--- src/rtl/serial_adder.sv ---
// Bit-serial WIDTH-bit adder: one full-add cell per clock, LSB first, valid/ready on both sides.
// Define SERIAL_ADDER_OVF_EN to add the registered two's-complement overflow output Ovf.
module serial_adder #(
    parameter int WIDTH = 8
) (
    input  logic             clk,
    input  logic             rst_n,
    input  logic             in_valid,
    output logic             in_ready,
    input  logic [WIDTH-1:0] A,
    input  logic [WIDTH-1:0] B,
    input  logic             Cin,
    output logic             out_valid,
    input  logic             out_ready,
    output logic [WIDTH-1:0] Sum,
    output logic             Cout,
    output logic             busy
`ifdef SERIAL_ADDER_OVF_EN
    ,
    output logic             Ovf
`endif
);

    // state | meaning
    // IDLE  | waiting for operands, in_ready high
    // SHIFT | one bit per clock through the full-add cell
    // DONE  | result presented, waiting for out_ready
    typedef enum logic [1:0] {IDLE, SHIFT, DONE} state_t;

    localparam int CNT_W = (WIDTH > 1) ? $clog2(WIDTH) : 1;
    localparam logic [CNT_W-1:0] LAST_BIT = CNT_W'(WIDTH - 1);

    state_t             r_state;
    state_t             w_state_nxt;
    logic [WIDTH-1:0]   r_a;
    logic [WIDTH-1:0]   r_b;
    logic               r_c;
    logic [CNT_W-1:0]   r_cnt;
    logic [WIDTH-2:0]   r_sum_sh;
    logic [WIDTH-1:0]   r_sum;
    logic               r_cout;
`ifdef SERIAL_ADDER_OVF_EN
    logic               r_ovf;
`endif

    logic               w_accept;
    logic               w_last;
    logic               w_s;
    logic               w_c_nxt;
    logic [WIDTH-1:0]   w_sum_full;

    assign w_accept   = in_valid && in_ready;
    assign w_last     = (r_state == SHIFT) && (r_cnt == LAST_BIT);
    assign w_s        = r_a[0] ^ r_b[0] ^ r_c;
    assign w_c_nxt    = (r_a[0] & r_b[0]) | (r_c & (r_a[0] ^ r_b[0]));
    // The final bit completes the word; earlier bits sit below it in the shift register.
    assign w_sum_full = {w_s, r_sum_sh};

    always_ff @(posedge clk) begin
        if (!rst_n) begin
            r_state <= IDLE;
        end else begin
            r_state <= w_state_nxt;
        end
    end

    always_comb begin
        w_state_nxt = r_state;
        in_ready    = 1'b0;
        busy        = 1'b0;
        out_valid   = 1'b0;
        case (r_state)
            IDLE: begin
                in_ready = rst_n;
                if (in_valid && rst_n) begin
                    w_state_nxt = SHIFT;
                end
            end
            SHIFT: begin
                busy = 1'b1;
                if (r_cnt == LAST_BIT) begin
                    w_state_nxt = DONE;
                end
            end
            DONE: begin
                out_valid = 1'b1;
                if (out_ready) begin
                    w_state_nxt = IDLE;
                end
            end
            default: begin
                w_state_nxt = IDLE;
            end
        endcase
    end

    always_ff @(posedge clk) begin
        if (!rst_n) begin
            r_a      <= '0;
            r_b      <= '0;
            r_c      <= 1'b0;
            r_cnt    <= '0;
            r_sum_sh <= '0;
            r_sum    <= '0;
            r_cout   <= 1'b0;
`ifdef SERIAL_ADDER_OVF_EN
            r_ovf    <= 1'b0;
`endif
        end else if (w_accept) begin
            r_a   <= A;
            r_b   <= B;
            r_c   <= Cin;
            r_cnt <= '0;
        end else if (r_state == SHIFT) begin
            r_a      <= {1'b0, r_a[WIDTH-1:1]};
            r_b      <= {1'b0, r_b[WIDTH-1:1]};
            r_c      <= w_c_nxt;
            r_sum_sh <= w_sum_full[WIDTH-1:1];
            r_cnt    <= r_cnt + CNT_W'(1);
            if (w_last) begin
                r_sum  <= w_sum_full;
                r_cout <= w_c_nxt;
`ifdef SERIAL_ADDER_OVF_EN
                // r_c is the carry into the MSB on this final step.
                r_ovf  <= r_c ^ w_c_nxt;
`endif
            end
        end
    end

    assign Sum  = r_sum;
    assign Cout = r_cout;
`ifdef SERIAL_ADDER_OVF_EN
    assign Ovf  = r_ovf;
`endif

endmodule

--- config.mk ---
export PLATFORM = sky130hd
export DESIGN_NAME = serial_adder
export DESIGN_NICKNAME = d
export VERILOG_FILES = /design/src/rtl/serial_adder.sv
export SDC_FILE = /design/constraint.sdc
export NUM_CORES = 1
export LEC_CHECK = 0
export ABC_AREA = 0
export ABC_CLOCK_PERIOD_IN_PS = 2100
export BUFFER_PORTS_ARGS = -buffer_cell sky130_fd_sc_hd__buf_2
export CAP_MARGIN = 20
export CORE_MARGIN = 1.5
export CORE_UTILIZATION = 44
export DETAILED_ROUTE_END_ITERATION = 16
export GPL_TIMING_DRIVEN = 0
export PLACE_DENSITY = 0.7
export SLEW_MARGIN = 20
export SYNTH_ARGS = -nofsm -noshare
export SYNTH_HDL_FRONTEND = slang
export SYNTH_SLANG_ARGS = --single-unit
--- constraint.sdc ---
create_clock -name clk -period 2.1 [get_ports clk]
set_clock_uncertainty 0.1 [all_clocks]
set_input_delay 0.21 -clock clk [delete_from_list [all_inputs] [get_ports clk]]
set_output_delay 0.21 -clock clk [all_outputs]
set_load 0.02 [all_outputs]
==> reports/metrics.cfg <==
[run_status]
status=completed

[detailed_routing]
antenna_left=0
avgRoutedWirePerCell_um=11.80
dr.pass1.iters=4
drtIter0Drc=65
wl_um=3293
drc=0
vias=1416
via_per_inst=5.075

[critical_path]
path_cells=nand2b_1 -> buf_2 -> clkinv_2 -> buf_4 -> buf_2
start_kind=flop
crit_top_cell=buf_2
critical-path-top-delay-family=buffers and inverters
timing_worst_setup_path_type=flop to output pin
cp_num_buf_inv=4
required_ns=1.79
arrival_ns=1.55
cp_slowest_cell=dfxtp_1
max_stage_delay_ns=0.42
endpoint_kind=output pin
worst-path-max-fanout=10

[clock_network]
cts.sinks=38
cts_tree=yes
clk_latency_ns=0.35
cts_hold_buffers=5
cts_setup_buffers=0
numCtsBuffers=5
clk_pin_slew_ns=0.11
cts_root_buffer=clkbuf_4
post_cts_resized=0
htreeDepth=2
cts.path.max_buffers=2

[sta]
maxSlewHeadroom_pct=70.43
fin_ws_ns=0.2439
max_clock_freq_ghz=0.5388
whs_ns=0.004438
worstMarginPinSlew_ns=0.4435
setup_viol=0
min_period_over_period_pct=88.39
rsz0062_at_grt=false
drv_slew=0
hold_viol=0
layout_min_cycle_time_ns=1.856
finalSetupTns_ns=0

[die]
die_y_um=63.14
ios=33
start_util_pct=46.59
die_x_um=63.14
rows=21
dieArea_um2=3987
coreArea_um2=3416

[synth]
syn_area_um2=1592
ys_types=26
ys_ff_latch=38
syn_nets=212
ys_seq_area_share_pct=47.80
synthCells=188
ys_warn_count=0
syn_area_per_cell_um2=8.466

[placed_design]
routabilityCongestion=0.7465
pre_cts_slack_ns=0.5636
dp_hpwl_um=2331
port-buffer-count=32

[grt]
grt_usage_pct=17.58
grt_pass1_wl_um=5547
grt_overflow=0
grt_max_degree=12
antenna_found_initial=0
grt_pass1_vias=1276

[cells_and_area]
mostFrequentLayoutCells=nand2_1, dfxtp_1, buf_2
nNetsFinal=256
area_delta_synth_final_pct=20.60
seq_area_um2=760.7
n_antenna_cell=0
layout_commonest_cell=nand2_1
n_fill_cell=331
multi_input_comb_area_um2=737.0
drive_gt1_share_pct=21.46

[power_and_ir_drop]
p_per_area_nw_per_um2=690.6
ir_worst_vdd_v=0.0004556
p_leak_nw=0.7571
total_power_w=0.001325

[min_path]
hold_path_class=input port to flop

[flow_run]
drv_cap=0

## cells in the mapped netlist
cell type / n / share of area, %
buf_6: 3 / 2.1
a21oi_1: 22 / 6.9
nand3b_1: 1 / 0.47
o21ai_0: 9 / 2.8
nand2_1: 47 / 11
fa_1: 1 / 1.3
nand2b_1: 3 / 1.2
a32oi_1: 4 / 2.2
nor2_1: 3 / 0.71
nand3_1: 11 / 3.5
buf_2: 5 / 1.6
o21ai_1: 6 / 1.9
ha_1: 2 / 1.6
a21boi_0: 1 / 0.47
dfxtp_1: 38 / 48
nor2b_1: 1 / 0.39
clkbuf_1: 5 / 1.2
nand4bb_2: 1 / 1.0
a21boi_1: 18 / 8.5
clkinv_2: 1 / 0.31
inv_1: 1 / 0.24
a31oi_1: 1 / 0.39
mux2i_1: 1 / 0.63
and4bb_1: 1 / 0.79
xnor2_1: 1 / 0.55
buf_4: 1 / 0.47
## metal layers
metal  part of all wire (%)  global-route usage, %  up-vias
met5                      0                      0        -
met1                     49                  22.02      638
li1                       -                      -      733
met2                     44                  28.32       40
met4                    1.5                  8.333        0
met3                    5.1                  4.286        5
## report_power, final
part           leakage (nW)  internal, W  switching (W)  total [W]
sequential            0.309     0.000750      0.0000181   0.000768
clock                0.0353     0.000162       0.000240   0.000402
combinational         0.413    0.0000710      0.0000845   0.000155
total                 0.757     0.000983       0.000343    0.00133
## through the flow
step                      instance area, µm²  utilization [%]  cells
final                                   1919            56.19    279
after global routing                    1919            56.19    279
after CTS                               1919            56.19    279
after detailed placement                1809            52.97    266
after global placement                  1809            52.97    266
after floorplan                         1592                -    188
## sequential cells by signal, summed over array words and instances (netlist names)
register / cells
r_c: 1
r_state: 2
r_b: 8
r_a: 8
Sum: 8
Cout: 1
r_sum_sh: 7
r_cnt: 3
## logic make-up (layout without fill, tap and decap cells)
logic type               Yosys count  count (layout)  synth area share [%]
AND/OR/NAND/NOR                   68              68                 19.10
AO/OA/AOI/OAI                     61              61                 23.19
flip-flops                        38              38                 47.80
buffers and inverters             16              61                 5.896
adder cells (fa/ha/maj)            3               3                 2.830
XOR/XNOR                           1               1                0.5504
multiplexers                       1               1                0.6290
## layout make-up
type | instances | share of cell area (%)
Buffer | 14 | 4.433
Sequential cell | 38 | 39.63
Multi-Input combinational cell | 134 | 38.40
Timing Repair Buffer | 37 | 10.95
Tap cell | 46 | 2.999
Clock inverter | 1 | 0.2608
Clock buffer | 7 | 2.868
Inverter | 2 | 0.4563
## path summary, 6_finish.rpt
check / endpoint / cells past startpoint / slack, ns / from
min: r_a[7] / 3 / 0.004 / A[7]
min reg2reg: Sum[5] / 2 / 0.36 / Sum[5]
max: busy / 5 / 0.24 / r_state[1]
max reg2reg: r_state[0] / 6 / 0.59 / r_cnt[0]
## worst register-to-register path: cells and delay by family, from the launching register on
family	cells	cell delay (ns)
simple gates	1	0.05
buf+inv	2	0.45
mux	1	0.14
flops	1	0.36
fa+ha+maj	2	0.32
Note: power is estimated with default switching activity, not from simulation.
